--- config.mk ---
export PLATFORM = sky130hd
export DESIGN_NAME = copro_issuer
export DESIGN_NICKNAME = d
export VERILOG_FILES = /design/src/rtl/copro_issuer.sv
export SDC_FILE = /design/constraint.sdc
export NUM_CORES = 1
export LEC_CHECK = 0
export ABC_CLOCK_PERIOD_IN_PS = 2730
export CAP_MARGIN = 20
export CORE_MARGIN = 4
export CORE_UTILIZATION = 57
export CTS_BUF_LIST = sky130_fd_sc_hd__clkbuf_8
export DETAILED_ROUTE_END_ITERATION = 6
export MAX_ROUTING_LAYER = met4
export PLACE_DENSITY_LB_ADDON = 0.12
export RECOVER_POWER = 100
export SLEW_MARGIN = 10
export SYNTH_ARGS = -nofsm -noshare
export SYNTH_HDL_FRONTEND = slang
export SYNTH_SLANG_ARGS = --single-unit
--- constraint.sdc ---
create_clock -name clk -period 2.73 [get_ports clk]
set_input_delay 0.546 -clock clk [delete_from_list [all_inputs] [get_ports clk]]
set_output_delay 0.546 -clock clk [all_outputs]
set_load 0.02 [all_outputs]
--- src/rtl/copro_issuer.sv ---
`default_nettype none
// ============================================================================
// Module   : copro_issuer
// Purpose  : Command FIFO and issue FSM feeding the matrix coprocessor; parks
//            it on NOP after each instruction and returns one response each.
//            Optional WAIT/RSTW timeout: define COPRO_ISSUER_TIMEOUT_EN.
// Revision : 1.0 - initial release
// ============================================================================
module copro_issuer #(
    parameter int FIFO_DEPTH     = 4,
    parameter int RST_CYCLES     = 4,
    parameter int TIMEOUT_CYCLES = 64
) (
    input  logic        clk,
    input  logic        rst_n,
    input  logic [17:0] cmd_data,
    input  logic        cmd_valid,
    output logic        cmd_ready,
    output logic [17:0] copro_instruction,
    output logic        copro_wr,
    input  logic [7:0]  copro_data,
    input  logic        copro_done,
    input  logic        copro_overflow,
    input  logic        copro_addr_err,
    output logic        resp_valid,
    output logic [2:0]  resp_opcode,
    output logic [7:0]  resp_data,
    output logic [2:0]  resp_flags,
    output logic        busy
);

    localparam int c_ptr_w   = $clog2(FIFO_DEPTH);
    localparam int c_cnt_lim = (RST_CYCLES > TIMEOUT_CYCLES) ? RST_CYCLES : TIMEOUT_CYCLES;
    localparam int c_cnt_w   = $clog2(c_cnt_lim + 1);
    localparam logic [c_ptr_w:0]   c_depth    = (c_ptr_w + 1)'(FIFO_DEPTH);
    localparam logic [c_cnt_w-1:0] c_rst_last = c_cnt_w'(RST_CYCLES - 1);
`ifdef COPRO_ISSUER_TIMEOUT_EN
    localparam logic [c_cnt_w-1:0] c_cnt_max  = c_cnt_w'(c_cnt_lim);
    localparam logic [c_cnt_w-1:0] c_to_last  = c_cnt_w'(TIMEOUT_CYCLES - 1);
`else
    // Without the timeout the counter only has to cover the RST hold window.
    localparam logic [c_cnt_w-1:0] c_cnt_max  = c_cnt_w'((RST_CYCLES > 1) ? RST_CYCLES : 1);
`endif

    localparam logic [2:0]  c_op_nop   = 3'b000;
    localparam logic [2:0]  c_op_load  = 3'b001;
    localparam logic [2:0]  c_op_store = 3'b010;
    localparam logic [2:0]  c_op_rst   = 3'b111;
    localparam logic [17:0] c_nop      = 18'h0;

    typedef enum logic [1:0] {
        S_IDLE = 2'd0,
        S_WAIT = 2'd1,
        S_RSTW = 2'd2,
        S_PARK = 2'd3
    } state_t;

    state_t               r_state, w_state_nxt;
    logic [17:0]          r_mem [FIFO_DEPTH];
    logic [c_ptr_w-1:0]   r_wr_ptr, r_rd_ptr;
    logic [c_ptr_w:0]     r_count;
    logic [c_cnt_w-1:0]   r_cnt, w_cnt_nxt;
    logic [17:0]          r_instr, w_instr_nxt;
    logic                 r_wr, w_wr_nxt;
    logic [2:0]           r_cur_op, w_cur_op_nxt;
    logic                 r_resp_valid, w_resp_valid_nxt;
    logic [2:0]           r_resp_op, w_resp_op_nxt;
    logic [7:0]           r_resp_data, w_resp_data_nxt;
    logic [2:0]           r_resp_flags, w_resp_flags_nxt;
    logic                 w_full, w_empty, w_push, w_pop;
    logic [17:0]          w_head;
    logic [2:0]           w_head_op;

    assign w_full    = (r_count == c_depth);
    assign w_empty   = (r_count == '0);
    assign w_push    = cmd_valid & ~w_full;
    assign w_head    = r_mem[r_rd_ptr];
    assign w_head_op = w_head[2:0];

    always_ff @(posedge clk) begin
        if (w_push) begin
            r_mem[r_wr_ptr] <= cmd_data;
        end
    end

    always_ff @(posedge clk or negedge rst_n) begin
        if (!rst_n) begin
            r_wr_ptr <= '0;
            r_rd_ptr <= '0;
            r_count  <= '0;
        end else begin
            if (w_push) r_wr_ptr <= r_wr_ptr + c_ptr_w'(1);
            if (w_pop)  r_rd_ptr <= r_rd_ptr + c_ptr_w'(1);
            case ({w_push, w_pop})
                2'b10:   r_count <= r_count + (c_ptr_w + 1)'(1);
                2'b01:   r_count <= r_count - (c_ptr_w + 1)'(1);
                default: r_count <= r_count;
            endcase
        end
    end

    always_comb begin
        w_state_nxt      = r_state;
        w_cnt_nxt        = r_cnt;
        w_instr_nxt      = r_instr;
        w_wr_nxt         = 1'b0;
        w_cur_op_nxt     = r_cur_op;
        w_pop            = 1'b0;
        w_resp_valid_nxt = 1'b0;
        w_resp_op_nxt    = r_resp_op;
        w_resp_data_nxt  = r_resp_data;
        w_resp_flags_nxt = r_resp_flags;
        case (r_state)
            S_IDLE: begin
                if (!w_empty) begin
                    w_pop     = 1'b1;
                    w_cnt_nxt = '0;
                    if (w_head_op == c_op_nop) begin
                        w_resp_valid_nxt = 1'b1;
                        w_resp_op_nxt    = c_op_nop;
                        w_resp_data_nxt  = 8'h0;
                        w_resp_flags_nxt = 3'b000;
                    end else begin
                        w_instr_nxt  = w_head;
                        w_wr_nxt     = (w_head_op == c_op_store);
                        w_cur_op_nxt = w_head_op;
                        w_state_nxt  = (w_head_op == c_op_rst) ? S_RSTW : S_WAIT;
                    end
                end
            end
            S_WAIT: begin
                if (r_cnt != c_cnt_max) w_cnt_nxt = r_cnt + c_cnt_w'(1);
                // Done is stale during the first WAIT cycle (coprocessor registers it).
                if ((r_cnt != '0) && copro_done) begin
                    w_instr_nxt      = c_nop;
                    w_state_nxt      = S_PARK;
                    w_resp_valid_nxt = 1'b1;
                    w_resp_op_nxt    = r_cur_op;
                    w_resp_data_nxt  = (r_cur_op == c_op_load) ? copro_data : 8'h0;
                    w_resp_flags_nxt = {1'b0, copro_overflow, copro_addr_err};
                end
`ifdef COPRO_ISSUER_TIMEOUT_EN
                else if (r_cnt == c_to_last) begin
                    w_instr_nxt      = c_nop;
                    w_state_nxt      = S_PARK;
                    w_resp_valid_nxt = 1'b1;
                    w_resp_op_nxt    = r_cur_op;
                    w_resp_data_nxt  = 8'h0;
                    w_resp_flags_nxt = 3'b100;
                end
`endif
            end
            S_RSTW: begin
                if (r_cnt != c_cnt_max) w_cnt_nxt = r_cnt + c_cnt_w'(1);
                if (r_cnt == c_rst_last) begin
                    w_instr_nxt      = c_nop;
                    w_state_nxt      = S_PARK;
                    w_resp_valid_nxt = 1'b1;
                    w_resp_op_nxt    = r_cur_op;
                    w_resp_data_nxt  = 8'h0;
                    w_resp_flags_nxt = 3'b000;
                end
`ifdef COPRO_ISSUER_TIMEOUT_EN
                else if (r_cnt == c_to_last) begin
                    w_instr_nxt      = c_nop;
                    w_state_nxt      = S_PARK;
                    w_resp_valid_nxt = 1'b1;
                    w_resp_op_nxt    = r_cur_op;
                    w_resp_data_nxt  = 8'h0;
                    w_resp_flags_nxt = 3'b100;
                end
`endif
            end
            S_PARK: begin
                w_state_nxt = S_IDLE;
            end
            default: begin
                w_state_nxt = S_IDLE;
            end
        endcase
    end

    always_ff @(posedge clk or negedge rst_n) begin
        if (!rst_n) begin
            r_state      <= S_IDLE;
            r_cnt        <= '0;
            r_instr      <= c_nop;
            r_wr         <= 1'b0;
            r_cur_op     <= c_op_nop;
            r_resp_valid <= 1'b0;
            r_resp_op    <= 3'b000;
            r_resp_data  <= 8'h0;
            r_resp_flags <= 3'b000;
        end else begin
            r_state      <= w_state_nxt;
            r_cnt        <= w_cnt_nxt;
            r_instr      <= w_instr_nxt;
            r_wr         <= w_wr_nxt;
            r_cur_op     <= w_cur_op_nxt;
            r_resp_valid <= w_resp_valid_nxt;
            r_resp_op    <= w_resp_op_nxt;
            r_resp_data  <= w_resp_data_nxt;
            r_resp_flags <= w_resp_flags_nxt;
        end
    end

    assign cmd_ready         = ~w_full;
    assign copro_instruction = r_instr;
    assign copro_wr          = r_wr;
    assign resp_valid        = r_resp_valid;
    assign resp_opcode       = r_resp_op;
    assign resp_data         = r_resp_data;
    assign resp_flags        = r_resp_flags;
    assign busy              = (r_state != S_IDLE) | ~w_empty;

endmodule
`default_nettype wire

; Word level (Yosys, flattened, before mapping)
; Memories as Yosys holds them, arrays and structs flattened.
; Index checks and enable logic that the tools add are counted.
[op_classes]
addsub = 5
eq_ne = 17
n_mux = 41
bitwise_logic = 5
reduce_logical = 15
[op_table]
columns = cell, count
row1 = 18-bit two-way mux, 4
row2 = 18-bit case mux with 3 select lines, 1
row3 = 8-bit two-way mux, 5
row4 = 8-bit case mux with 3 select lines, 1
row5 = 3-bit two-way mux, 6
row6 = 3-bit case mux with 3 select lines, 2
row7 = 7-bit two-way mux, 2
row8 = 7-bit case mux with 2 select lines, 1
row9 = 1-bit two-way mux, 11
row10 = 2-bit two-way mux, 5
row11 = 2-bit inequality test (second input constant), 5
row12 = 5-bit AND reduction, 2
row13 = 2-bit case mux with 4 select lines, 1
row14 = 7-bit by 1-bit adder with 7-bit output (second input constant), 1
row15 = 7-bit by 2-bit equality test with 1-bit output (second input constant), 1
row16 = 7-bit by 3-bit inequality test with 1-bit output (second input constant), 1
row17 = 7-bit nonzero test, 1
row18 = 2-bit equality test (second input constant), 3
row19 = 3-bit equality test (second input constant), 2
row20 = 3-bit logical NOT, 2
row21 = 3-bit case mux with 2 select lines, 1
row22 = 3-bit AND reduction, 2
row23 = 2-bit nonzero test, 3
row24 = 2-bit by 1-bit adder with 2-bit output (second input constant), 2
row25 = other kinds (15), 18
[word_totals]
ff_bits = 53
mem_bits_rw = 72
in_bits = 32
output_inout_bits = 36
memories = 1
[mem_list]
columns = memory, depth, word_bits, read_ports, rd_clocked_by_memory_dff, wr, line
row1 = r_mem, 4, 18, 1, 0, 1, 59  ; logic [17:0] r_mem [FIFO_DEPTH];

; Logic depth before layout (Yosys ltp)
; Gate-level depths: netlist (run 1).
; An unclocked memory read counts as a cell.
[logic_depth]
ltp_word = 6
mapped_depth = 11
mapped_depth_nobuf = 10

; Worst setup path after synthesis (run 1)
; Ideal clock, no wire load.
[synth_path]
kind = reg-to-reg
start = register r_state[0]
end = register r_instr[10] (netlist: copro_instruction[10])
arrival_ns = 2.346
required_ns = 2.599
path_slack_ns = 0.253
path_stages_with_launch = 10
cell_sequence = dfrtp_1 -> inv_1 -> ha_1 -> clkbuf_1 -> or4b_2 -> o211ai_1 -> nor4_1 -> buf_2 -> buf_2 -> mux2i_1
[synth_via]
elab_chain_len = 3
word_cells_on_any_way = 10
cone_classes = 6 x eq/ne / 1 x mux / 3 x reduce/logical
[synth_lines]
columns = element, line
row1 = from (decl), 58  ; state_t r_state, w_state_nxt;
row2 = from (signal assigned), 195  ; r_state <= w_state_nxt;
row3 = 2-bit equality test (tied with other cells), 113  ; case (r_state)
row4 = 2-bit inequality test (no source line) / 3-bit nonzero test (equally long branches), n/a
row5 = 5-bit AND reduction (no source line), n/a
row6 = to (signal assigned), 187  ; r_instr <= c_nop;
row7 = to (signal assigned), 197  ; r_instr <= w_instr_nxt;
row8 = to (decl), 63  ; logic [17:0] r_instr, w_instr_nxt;
; Parallel ways exist; a longest one is shown, timed or not.
; A chain may end at the register's enable or synchronous reset.

; Worst setup path after layout (run 1)
[layout_path]
start = register r_rd_ptr[0]
end = register r_resp_op[0] (netlist: resp_opcode[0])
[layout_via]
elab_chain_len = 4
[layout_lines]
columns = element, line
row1 = from (decl), 60  ; logic [c_ptr_w-1:0] r_wr_ptr, r_rd_ptr;
row2 = from (signal assigned), 93  ; if (w_pop) r_rd_ptr <= r_rd_ptr + c_ptr_w'(1);
row3 = memory read 4 x 18 bit, n/a
row4 = 3-bit logical NOT, 118  ; if (w_head_op == c_op_nop) begin
row5 = 2-bit inequality test (no source line), n/a
row6 = 5-bit AND reduction (no source line), n/a
row7 = to (signal assigned), 201  ; r_resp_op <= w_resp_op_nxt;
row8 = to (decl), 67  ; logic [2:0] r_resp_op, w_resp_op_nxt;
; No other way between the ends.

==> results.md, run 1 <==
* Placed Area at slightly above 6000 µm²
* Die X at 104 µm
* Power Dens Cells at roughly 1200 nW/µm²
* H-tree depth at 4
* Via count of the first global-routing pass at between 3000 and 4000
* Yosys Warn Count at 0
* Most common cell after layout, fill and taps aside: edfxtp_1
* Critical path's slowest cell: mux4_2
* CP Max Fanout at 13
* First-pass GRT wire length at around 16000 µm
* Die Span Y at 104 µm
* Setup TNS at 0 ps
* CP cell instances: mux4_2, o31a_1, or4_4, a22o_1
* Post-synth EDFFs at 72
* Async SR Flop Fraction at a little over two fifths
* Layout Nets at approximately 480
* Final critical-path share of the clock period at a little over nine tenths
* Largest net degree at the start of global routing at 33
* Tightest Pin Transition at 1290 ps
* Critical Path RT at 3040 ps
* Clk root buf: clkbuf_8
* Synth Flop Type: edfxtp_1
* Slew margin rel. at ~14%
* GP Congestion at 0.796
* CTS tree: yes
* FP Rows at 34
* P&R area growth vs syn at 22.9%
* Final worst path period need at 2560 ps
* Cts repair resizes at 1
* Synthesized Nets at between 300 and 400
* Slew Limit Fails at 0
* TritonRoute pass-1 iters at 4
* Final core utilization at 72.9%
* Area of the multi-input gates at approximately 1500 µm²
* Wirelength per Cell at 17.8 µm
* 1st-iter DRT viols at 154
* Met2 usage at 32.6%
* Gr ovfl total at 0
* Core box area at 8850 µm²
* Register area at 3460 µm²
* GR Util met3 at 5.15%
* GRT met1 Usage at 24.3%
* Post-Syn Instances at 350
* RSZ-0062 raised after global routing: false
* CTS Sinks at 124
* CTS buffer count at 17
* Diodes inserted at 0
* Synth Cell Area at 5250 µm²
* Worst hold path class: input pin to asynchronous set/reset pin
* Routed vias/inst at around 5.5
* CTS Hold Buffers Added at 0
* # fillers at slightly below 600
* Final antenna-violating net count at 0
* Outcome: completed
* Largest stage delay on the critical path at approximately 650 ps
* Mean Syn Cell Area at 15.0 µm²
* Distinct cell type count after synthesis at 43
* DRC Markers at 0
* Maxcap violations at 0
* DR vias at between 3000 and 4000
* Number of port buffers at 66
* Clk slew on worst S/H paths at 80 ps
* Flops & latches, synth at ~120
* Die ar. at 10800 µm²
* Worst Setup End Kind: flip-flop
* Worst vdd ir at 0.583 mV
* I/O pin count at 68
* Most frequent cells in the layout: edfxtp_1 (72), dfrtp_1 (52), dlygate4sd3_1 (52)
* Final setup violating endpoints at 0
* Max Clk Rate at 391 MHz
* Busiest metal layer after global routing: met2
* Seq/Total Area, Yosys at 66.0%
* Final hold vios at 0
* DP HPWL at 6570 µm
* Pleak at between 2 and 3 nW
* Initial antenna violation count at 0
* Initial Util at 59.3%
* Worst EP arrival at between 2000 and 3000 ps
* Drt total wl at 9880 µm
* GRT Resource Usage Total at roughly 20%
* Skew-Pair Late Insertion Delay at 420 ps
* Share of layout cells above drive strength 1 at 12.7%
* Crit Path Class: flip-flop to flip-flop
* Post-CTS Setup Repair Bufs at 0
* Clock Skew at between 10 and 15 ps
* Maximum clock path buffer count at 2
* Crit path launch type: flip-flop
* Fin area at 6450 µm²
==> cell usage after synthesis, types with 2 or more instances <==
cell / count / area [µm²]
edfxtp_1: 72 / 2160
dfrtp_1: 52 / 1300
inv_1: 40 / 150
nand2_1: 38 / 143
mux2i_1: 31 / 310
a22o_1: 11 / 96.3
ha_1: 11 / 138
mux4_2: 11 / 248
o21ai_0: 9 / 45.0
clkbuf_1: 8 / 30.0
mux4_1: 7 / 184
nor2_1: 5 / 18.8
and3_1: 4 / 25.0
nand2b_1: 4 / 25.0
nand3_1: 4 / 20.0
or2_2: 3 / 18.8
or3_1: 3 / 18.8
xnor2_1: 3 / 26.3
xor2_1: 3 / 26.3
buf_1: 2 / 7.51
buf_2: 2 / 10.0
buf_6: 2 / 22.5
nor3_1: 2 / 10.0
nor4_1: 2 / 12.5
o211ai_1: 2 / 15.0
o31a_1: 2 / 17.5
==> metrics by stage <==
stage | instances | total power, mW | setup WS, ps | hold WS [ps]
3_5_place_dp | 524 | 6.16 | 195 | 498
3_3_place_gp | 524 | 6.05 | 238 | 489
4_1_cts | 556 | 7.88 | 3.09 | 80.6
5_1_grt | 556 | 8.13 | 85.0 | 460
2_1_floorplan | 350 | 5.13 | 253 | 250
6_report | 556 | 7.67 | 171 | 381
==> state kept, by name (all words and copies together), names as in the netlist <==
name,count
r_mem,72
copro_instruction,18
resp_data,8
r_cnt,7
r_count,3
r_cur_op,3
resp_opcode,3
r_rd_ptr,2
r_state,2
r_wr_ptr,2
resp_flags,2
copro_wr,1
resp_valid,1
==> cell families (layout without fill, tap and decap cells) <==
group                    Yosys count  count (layout)  synth area share (%)
AND/OR/NAND/NOR                   72              72                  6.72
AO/OA/AOI/OAI                     29              29                  4.17
XOR/XNOR                           6               6                  1.00
multiplexers                      50              50                  14.3
buffers and inverters             56             154                  4.72
other                              1               1                0.0714
flip-flops                       124             124                  66.0
adder cells (fa/ha/maj)           12              12                  3.00
==> layout make-up <==
class	count	share of cell area, %
flip-flops and latches	124	53.7
multi-input cells	170	23.9
repair buffers	82	11.4
clock buffers	17	3.63
well taps	108	2.09
inverters	40	2.33
clock inverters	15	2.93
==> worst paths after layout <==
check | start | cells past startpoint | endpoint | slack (ps)
worst max register to register | r_rd_ptr[0] | 4 | resp_opcode[0] | 170
worst min register to register | resp_opcode[2] | 1 | resp_opcode[2] | 500
worst min-delay path | rst_n | 1 | r_cnt[5] | 380
worst max-delay path | r_rd_ptr[0] | 4 | resp_opcode[0] | 170
max in group asynchronous | rst_n | 2 | r_count[0] | 910
min in group clk | resp_opcode[2] | 1 | resp_opcode[2] | 500
==> worst max-delay path, delay by kind of cell, from the launching register on <==
kind               cells  cell delay (ps)
and+or+nand+nor        1              630
AOI/OAI and AO/OA      2              600
DFF                    1              570
muxes                  1              650
==> power breakdown <==
group	total, mW	switching [mW]	internal (mW)	leakage (nW)
registers	2.84	0.278	2.56	1.33
logic	3.14	1.75	1.39	1.15
clock network	1.69	0.773	0.921	0.207
==> per-layer routing <==
layer,vias up,routed length (µm)
met5,-,0
met4,0,72
met3,7,473
met2,83,5030
met1,1537,4310
li1,1442,-
Note: power is estimated with default switching activity, not from simulation.
==> inputs of run 2 (changes only) <==
--- a/config.mk
+++ b/config.mk
@@ -11,6 +11,7 @@
 export CORE_UTILIZATION = 57
 export CTS_BUF_LIST = sky130_fd_sc_hd__clkbuf_8
 export DETAILED_ROUTE_END_ITERATION = 6
+export HOLD_SLACK_MARGIN = 0.05
 export MAX_ROUTING_LAYER = met4
 export PLACE_DENSITY_LB_ADDON = 0.12
 export RECOVER_POWER = 100
==> results of run 2 <==
No change in the layout: final DEF, timing and power equal those of run 1.
